`config.mk`:
```
export PLATFORM = sky130hd
export DESIGN_NAME = keypad_calc_core_flat
export DESIGN_NICKNAME = d
export VERILOG_FILES = /design/src/rtl/keypad_calc_if.sv /design/src/rtl/keypad_calc_core.sv /design/src/flat_wrapper.sv
export SDC_FILE = /design/constraint.sdc
export NUM_CORES = 1
export LEC_CHECK = 0
export CAP_MARGIN = 20
export CORE_MARGIN = 2
export CORE_UTILIZATION = 25
export CTS_CLUSTER_DIAMETER = 100
export DETAILED_ROUTE_END_ITERATION = 12
export GPL_ROUTABILITY_DRIVEN = 1
export GPL_TIMING_DRIVEN = 0
export PLACE_DENSITY_LB_ADDON = 0.12
export SLEW_MARGIN = 20
export SYNTH_ARGS = -nofsm -noshare
export SYNTH_HDL_FRONTEND = slang
export SYNTH_SLANG_ARGS = --single-unit
```
`constraint.sdc`:
```
create_clock -name clk_in -period 5.3 [get_ports clk_in]
set_input_delay 0.795 -clock clk_in [delete_from_list [all_inputs] [get_ports clk_in]]
set_output_delay 0.795 -clock clk_in [all_outputs]
set_load 0.02 [all_outputs]
```
`src/rtl/keypad_calc_if.sv`:
```
// Keyboard-to-calculator bus: key events in, display value/status out.
interface keypad_calc_if #(
  parameter int unsigned NUM_W = 10
);
  logic             key_valid;
  logic [4:0]       key_code;
  logic [NUM_W-1:0] value;
  logic             neg;
  logic             err;
  logic [1:0]       state;
  logic             key_ack;

  modport master (
    output key_valid, key_code,
    input  value, neg, err, state, key_ack
  );

  modport slave (
    input  key_valid, key_code,
    output value, neg, err, state, key_ack
  );
endinterface

```
`src/rtl/keypad_calc_core.sv`:
```
// Keypad calculator core: DIGITS-digit operand entry, add/subtract, clear, overflow.
// Optional macro CALC_CHAIN_EN lets an operator in RESULT chain the result into A.
module keypad_calc_core #(
  parameter int unsigned DIGITS = 3,
  parameter int unsigned NUM_W  = 10
) (
  input logic          clk_in,
  input logic          rst,
  keypad_calc_if.slave bus
);
  localparam int unsigned MAX_VAL = 10**DIGITS - 1;
  localparam int unsigned CNT_W   = $clog2(DIGITS + 1);
  localparam int unsigned R_W     = NUM_W + 2;

  if (!((64'd1 << NUM_W) > 64'(MAX_VAL))) begin : g_width_chk
    $error("keypad_calc_core: NUM_W too small to hold MAX_VAL");
  end

  typedef enum logic [1:0] {
    ENTER_A = 2'd0,
    ENTER_B = 2'd1,
    RESULT  = 2'd2,
    ERROR   = 2'd3
  } state_t;

  state_t                  st, st_n;
  logic [NUM_W-1:0]        cur, cur_n;
  logic [CNT_W-1:0]        cnt, cnt_n;
  logic signed [NUM_W:0]   a_q, a_n;
  logic                    op_sub, op_sub_n;
  logic [NUM_W-1:0]        value_q, value_n;
  logic                    neg_q, neg_n;
  logic                    err_q, err_n;
  logic                    ack_q, ack_n;

  logic sync1, sync2, sync3;
  logic key_evt_c;

  logic       is_digit, is_op, op_is_sub, is_eq, is_clr;
  logic [3:0] digit;
  logic [NUM_W-1:0]      cur_shift;
  logic signed [R_W-1:0] a_ext, b_ext, r;
  logic [R_W-1:0]        r_abs;
  logic                  ovf;

  // Asynchronous key level into clk_in, then rising-edge detect
  always_ff @(posedge clk_in or posedge rst) begin
    if (rst) begin
      sync1 <= 1'b0;
      sync2 <= 1'b0;
      sync3 <= 1'b0;
    end else begin
      sync1 <= bus.key_valid;
      sync2 <= sync1;
      sync3 <= sync2;
    end
  end
  assign key_evt_c = sync2 & ~sync3;

  // Key index to function decode
  always_comb begin
    is_digit  = 1'b1;
    digit     = 4'd0;
    is_op     = 1'b0;
    op_is_sub = 1'b0;
    is_eq     = 1'b0;
    is_clr    = 1'b0;
    case (bus.key_code)
      5'd0:    digit = 4'd1;
      5'd1:    digit = 4'd2;
      5'd2:    digit = 4'd3;
      5'd4:    digit = 4'd4;
      5'd5:    digit = 4'd5;
      5'd6:    digit = 4'd6;
      5'd8:    digit = 4'd7;
      5'd9:    digit = 4'd8;
      5'd10:   digit = 4'd9;
      5'd13:   digit = 4'd0;
      default: is_digit = 1'b0;
    endcase
    case (bus.key_code)
      5'd3:    is_op = 1'b1;
      5'd11: begin
        is_op     = 1'b1;
        op_is_sub = 1'b1;
      end
      5'd7:    is_eq  = 1'b1;
      5'd12:   is_clr = 1'b1;
      default: ;
    endcase
  end

  // Datapath: decimal shift-in and signed A op B with magnitude/overflow
  always_comb begin
    cur_shift = (cur << 3) + (cur << 1) + NUM_W'(digit);
    a_ext     = {a_q[NUM_W], a_q};
    b_ext     = {2'b00, cur};
    r         = op_sub ? (a_ext - b_ext) : (a_ext + b_ext);
    r_abs     = r[R_W-1] ? -r : r;
    ovf       = r_abs > R_W'(MAX_VAL);
  end

  always_ff @(posedge clk_in or posedge rst) begin
    if (rst) begin
      st      <= ENTER_A;
      cur     <= '0;
      cnt     <= '0;
      a_q     <= '0;
      op_sub  <= 1'b0;
      value_q <= '0;
      neg_q   <= 1'b0;
      err_q   <= 1'b0;
      ack_q   <= 1'b0;
    end else begin
      st      <= st_n;
      cur     <= cur_n;
      cnt     <= cnt_n;
      a_q     <= a_n;
      op_sub  <= op_sub_n;
      value_q <= value_n;
      neg_q   <= neg_n;
      err_q   <= err_n;
      ack_q   <= ack_n;
    end
  end

  always_comb begin
    st_n     = st;
    cur_n    = cur;
    cnt_n    = cnt;
    a_n      = a_q;
    op_sub_n = op_sub;
    value_n  = value_q;
    neg_n    = neg_q;
    err_n    = err_q;
    ack_n    = 1'b0;
    if (key_evt_c) begin
      if (is_clr) begin
        st_n     = ENTER_A;
        cur_n    = '0;
        cnt_n    = '0;
        a_n      = '0;
        op_sub_n = 1'b0;
        value_n  = '0;
        neg_n    = 1'b0;
        err_n    = 1'b0;
        ack_n    = 1'b1;
      end else begin
        case (st)
          ENTER_A, ENTER_B: begin
            if (is_digit) begin
              ack_n = 1'b1;
              // A full operand swallows further digits but still acknowledges them
              if (cnt != CNT_W'(DIGITS)) begin
                cur_n   = cur_shift;
                value_n = cur_shift;
                if (cur != '0 || digit != 4'd0) cnt_n = cnt + CNT_W'(1);
              end
            end else if (is_op) begin
              ack_n    = 1'b1;
              op_sub_n = op_is_sub;
              if (st == ENTER_A) begin
                a_n     = $signed({1'b0, cur});
                cur_n   = '0;
                cnt_n   = '0;
                value_n = '0;
                st_n    = ENTER_B;
              end
            end else if (is_eq && st == ENTER_B) begin
              ack_n = 1'b1;
              cur_n = '0;
              cnt_n = '0;
              if (ovf) begin
                st_n    = ERROR;
                err_n   = 1'b1;
                value_n = '0;
                neg_n   = 1'b0;
              end else begin
                st_n    = RESULT;
                value_n = NUM_W'(r_abs);
                neg_n   = r[R_W-1];
              end
            end
          end
          RESULT: begin
            if (is_digit) begin
              ack_n   = 1'b1;
              st_n    = ENTER_A;
              cur_n   = NUM_W'(digit);
              cnt_n   = CNT_W'(digit != 4'd0);
              value_n = NUM_W'(digit);
              neg_n   = 1'b0;
            end
`ifdef CALC_CHAIN_EN
            else if (is_op) begin
              ack_n    = 1'b1;
              a_n      = neg_q ? -$signed({1'b0, value_q}) : $signed({1'b0, value_q});
              op_sub_n = op_is_sub;
              cur_n    = '0;
              cnt_n    = '0;
              value_n  = '0;
              neg_n    = 1'b0;
              st_n     = ENTER_B;
            end
`else
            else begin
            end
`endif
          end
          default: ;
        endcase
      end
    end
  end

  assign bus.value   = value_q;
  assign bus.neg     = neg_q;
  assign bus.err     = err_q;
  assign bus.state   = st;
  assign bus.key_ack = ack_q;
endmodule

```
`src/flat_wrapper.sv`:
```
// flat-port wrapper written by rule: the top's interface ports become plain ports
module keypad_calc_core_flat 
#(
  parameter int unsigned DIGITS = 3,
  parameter int unsigned NUM_W  = 10
)
  (clk_in, rst, bus_key_valid, bus_key_code, bus_value, bus_neg, bus_err, bus_state, bus_key_ack);
  keypad_calc_if #(.NUM_W(NUM_W)) bus_i ();
  input logic clk_in;
  input logic rst;
  input wire logic [$bits(bus_i.key_valid)-1:0] bus_key_valid;
  input wire logic [$bits(bus_i.key_code)-1:0] bus_key_code;
  output wire logic [$bits(bus_i.value)-1:0] bus_value;
  output wire logic [$bits(bus_i.neg)-1:0] bus_neg;
  output wire logic [$bits(bus_i.err)-1:0] bus_err;
  output wire logic [$bits(bus_i.state)-1:0] bus_state;
  output wire logic [$bits(bus_i.key_ack)-1:0] bus_key_ack;
  assign bus_i.key_valid = bus_key_valid;
  assign bus_i.key_code = bus_key_code;
  assign bus_value = bus_i.value;
  assign bus_neg = bus_i.neg;
  assign bus_err = bus_i.err;
  assign bus_state = bus_i.state;
  assign bus_key_ack = bus_i.key_ack;
  keypad_calc_core #(.DIGITS(DIGITS), .NUM_W(NUM_W)) u_core (.clk_in(clk_in), .rst(rst), .bus(bus_i));
endmodule
```
After elaboration in Yosys (flattened, before gate mapping)
Cells that the tools add are included.
- bits in registers: 42
- input bits: 8
- word-level logic and storage cells: 139
- add/subtract/negate cells: 6
- $lt $le $gt $ge: 1
- equality and inequality tests: 28
- multiplexer cells: 68
- bitwise operators: 2
- reduce and logical (&&, ||, !) cells: 22
- operators with widths (kind ; count):
    $mux 10 ; 12
    $mux 11 ; 5
    $pmux 10 s2 ; 2
    $pmux 4 s9 ; 1
    $eq 5x4->1 const B ; 6
    $mux 1 ; 28
    $mux 2 ; 14
    $mux 12 ; 2
    $reduce_and 6->1 ; 4
    $eq 5x3->1 const B ; 4
    $add 11x11->12 ; 1
    $gt 12x10->1 const B ; 1
    $ne 4x4->1 const B ; 3
    $neg 12->12 ; 1
    $sub 11x11->12 ; 1
    $add 10x10->10 ; 1
    $add 10x4->10 ; 1
    $eq 5x2->1 const B ; 2
    $reduce_bool 10->1 ; 1
    $reduce_bool 2->1 ; 5
    $reduce_or 10->1 ; 1
    $pmux 2 s2 ; 2
    $reduce_and 7->1 ; 1
    $ne 2x2->1 const B ; 3
    other kinds (21) ; 25

Depth between registers and ports, before layout
- word-level depth: 11
- gate-level depth with buffers: 18
- gate-level depth less buffers: 17

Least setup slack after synthesis
Ideal clock, no wire load.
- kind: reg-to-reg
- start point: reg u_core.cur[3]
- end point: reg u_core.value_q[0] (netlist: u_core.bus.value[0])
- arrival: 3.705 ns
- required time: 5.180 ns
- slack: 1.475 ns
- cell stages (with the launch flop): 17
- buffers on the path: 2
- clock period less this slack: 3.825 ns
- cell sequence: dfrtp_1 > nor3_1 > and3_1 > nor2_1 > xnor2_1 > ha_1 > a21o_1 > nand2b_1 > o21a_1 > o31a_1 > or2_0 > clkbuf_1 > a221oi_1 > o41a_1 > a21oi_2 > buf_6 > a31o_1
- cells in the longest elaborated chain, start to end: 11
- elaborated cells on any way between the ends: 12
- classes of those cells: add/sub: 3; order compare: 1; mux: 8
- ends and longest elaborated chain (element ; line ; source):
    from (decl) ; keypad_calc_core.sv:27 ; logic [NUM_W-1:0] cur, cur_n;
    from (signal assigned) ; keypad_calc_core.sv:116 ; cur <= cur_n;
    $add 11x11->12 / $sub 11x11->12 (equally long branches) ; keypad_calc_core.sv:98 ; r = op_sub ? (a_ext - b_ext) : (a_ext + b_ext);
    $mux 12 * ; keypad_calc_core.sv:98 ;
    $neg 12->12 ; keypad_calc_core.sv:99 ; r_abs = r[R_W-1] ? -r : r;
    $mux 12 * ; keypad_calc_core.sv:99 ;
    $gt 12x10->1 ; keypad_calc_core.sv:100 ; ovf = r_abs > R_W'(MAX_VAL);
    $mux 10 * ; keypad_calc_core.sv:173 ; if (ovf) begin
    $mux 10 * ; keypad_calc_core.sv:169 ; end else if (is_eq && st == ENTER_B) begin
    $mux 10 * ; keypad_calc_core.sv:159 ; end else if (is_op) begin
    $mux 10 * ; keypad_calc_core.sv:151 ; if (is_digit) begin
    $pmux 10 s2 * ; keypad_calc_core.sv:149 ; case (st)
    $mux 10 * ; keypad_calc_core.sv:138 ; if (is_clr) begin
    to (signal assigned) ; keypad_calc_core.sv:120 ; value_q <= value_n;
    to (decl) ; keypad_calc_core.sv:31 ; logic [NUM_W-1:0] value_q, value_n;
Mark *: on every way between the ends. The rest lies on a longest branch, timed or not. The select of a mux whose other input is x is not followed.
A chain may end at the register's enable or synchronous reset.

Worst setup path in the final report
Ends and elaborated chain as after synthesis.

==> metrics.yaml <==
outcome:
  status: "completed"
global_routing:
  antenna_found_initial: 0
  grt_pass1_vias: 3501
  grt_pass1_wl_mm: 19.1
  grt_start_max_net_pins: 29
  grt-ovfl-total: 0
  grt_use_total_pct: 14.8
sta:
  slew_headroom_pct: 49.3
  max_slew.worst_pin.slew_ps: 759
  timing.fmax_mhz: 212
  finClkSkew_ps: 5.91
  finalHoldViolCount: 0
  finalSetupViolations: 0
  fin_setup_tns_ps: 0
  maxSlewViolCount: 0
  rsz0062_at_grt: "no"
  post-route-min-period_ps: 4710
  finalCritPeriodShare_pct: 88.9
die:
  rows: 44
  io_pins: 23
  fp.dieW_um: 127
  die_h_um: 127
  coreArea_um2: 14600
  dieArea_um2: 16000
  start_util_pct: 25.7
synthesis:
  synth_top_area_cell: "dfrtp_1"
  synth_area_leaders: "dfrtp_1 27%, ha_1 9.0%, xnor2_1 5.1%, nand2_1 4.0%, o21ai_0 3.7%"
  synthFlopType: "dfrtp_1"
  synth_top_area_share_pct: 27.3
  ys_warn_count: 0
  synth-edff-count: 0
  syn_area_um2: 3750
  synthArstFlopShare_pct: 100
  synth_cell_types: 68
  ys_seq_area_share_pct: 27.3
  postSynthAreaPerCell_um2: 8.14
  synthesis.nets: 499
  synth_seq_cells: 41
  synthCells: 461
worst_setup_path:
  crit_path_end_kind: "register"
  cp-start-kind: "register"
  r2r_cells: 17
  critPathLaunch: "u_core.cur[3]"
  worstPathMaxFanout: 10
  regToRegSetupSlack_ps: 590
  worstPathRequired_ps: 5470
  reg2reg_to: "u_core.bus.value[0]"
  arrival_ps: 4890
  worstReg2RegStart: "u_core.cur[3]"
  crit_type: "reg2reg"
placement:
  io_buffers: 20
  globalplace.congestion: 0.821
  hpwl_mm: 9.16
clock_network:
  cts_tree: "done"
  cts_hold_buf: 0
  cts_root_buf: "clkbuf_16"
  insertion_delay_ps: 280
  post-cts-setup-buffers: 0
  htree_num_levels: 2
  path_clk_slew_ps: 60
  clock-sinks: 41
  cts_buffer_depth: 2
  cts_buffers: 5
  cts-resized-gates: 0
min_path:
  min_from: "u_core.sync1"
  min_to: "u_core.sync2"
  holdPathStages: 0
  hold_class: "reg2reg"
finish:
  layout-drive-gt1-share_pct: 4.90
  areaGrowthSynthToFinish_pct: 16.6
  diodes: 0
  layout.nets: 527
drt:
  via_per_inst: 5.25
  first_iter_violations: 214
  dr.pass1.iters: 5
  drt-total-wl_mm: 11.6
  vias: 3539
  drc: 0
  postRouteAntennaNets: 0
  wl_per_cell_um: 17.1
run:
  drv_cap: 0
==> critical path: stages (launching register included) <==
cell and delay, ps:
dfrtp_1 490, nor3_1 430, and3_1 330, a21oi_1 120, xnor2_1 170, ha_1 300, clkbuf_1 210, a21oi_1 190
nor2_1 80, a2111o_1 410, o21ai_1 410, or2_0 180, clkbuf_1 390, a31oi_1 220, a21oi_2 210, a21oi_2 90
buf_6 150, a31o_1 210
==> cell type report <==
class,instances,area (um^2)
Fill cell,1558,10200
Multi-Input combinational cell,365,2510
Sequential cell,41,1030
Tap cell,184,230
Timing Repair Buffer,21,220
Clock buffer,7,143
Inverter,33,124
Buffer,22,90.1
Clock inverter,1,30.0
==> per-layer routing <==
layer  vias to the layer above  share of wire (%)  GRT usage [%]
met3                        11                3.6           2.45
met2                        72                 45           22.7
met1                      1713                 51           21.9
li1                       1743                  -              -
met4                         0               0.93           3.36
met5                         -                  0              0
==> cells by family (layout without fill, tap and decap cells) <==
family	Yosys count	count (layout)	share of synthesized area, %
AO/OA/AOI/OAI	142	142	26.8
XOR/XNOR	31	31	7.24
adder cells (fa/ha/maj)	30	30	10.6
buffers and inverters	55	84	5.70
flip-flops	41	41	27.3
multiplexers	4	4	1.10
AND/OR/NAND/NOR	158	158	21.2
==> state kept, by name, indices dropped and copies added (netlist names) <==
name,cells
u_core.op_sub,1
u_core.sync1,1
u_core.bus.state,2
u_core.bus.key_ack,1
u_core.sync2,1
u_core.bus.err,1
u_core.a_q,10
u_core.cnt,2
u_core.bus.value,10
u_core.cur,10
u_core.sync3,1
u_core.bus.neg,1
==> worst max-delay path by stage <==
stage	end	slack (ps)	cells past startpoint
final	u_core.bus.value[0]	590	17
after global routing	u_core.bus.value[0]	260	17
after CTS	u_core.bus.state[0]	620	16
after detailed placement	u_core.bus.value[9]	550	16
after global placement	u_core.bus.value[9]	630	16
after floorplan	u_core.bus.value[0]	1480	16
==> placed cells by master (no fill, tap or decap), types with 9 or more instances in the layout <==
cell / instances
a21o_1: 9
a21oi_1: 27
a31o_1: 9
clkbuf_1: 19
clkdlybuf4s50_1: 20
dfrtp_1: 41
ha_1: 27
inv_1: 32
nand2_1: 40
nand3_1: 18
nor2_1: 37
nor3_1: 17
o21ai_0: 28
xnor2_1: 22
xor2_1: 9
==> Yosys cell counts, types with 5 or more instances <==
master     count
xor2_1         9
o2111ai_1      5
clkbuf_1      18
nor2_1        37
a21o_1         9
nand2_1       40
nor2b_1        5
dfrtp_1       41
xnor2_1       22
a31o_1         9
and3_1         5
o21a_1         5
ha_1          27
nand3_1       18
nor3_1        17
a21oi_1       27
inv_1         33
a31oi_1        5
o21ai_0       28
==> stage by stage <==
step           instance area [um^2]  util (%)  cells  worst slack [ps]  hold slack, ps
3_3_place_gp                   4180      28.7    665               633             345
4_1_cts                        4380      30.0    674               616             354
2_1_floorplan                  3750         -    461              1480             331
6_report                       4380      30.0    674               588             349
3_5_place_dp                   4200      28.8    666               550             339
5_1_grt                        4380      30.0    674               262             367
Power is not shown: default switching activity piles up to over one toggle a cycle in this logic, so the estimate is an artifact.
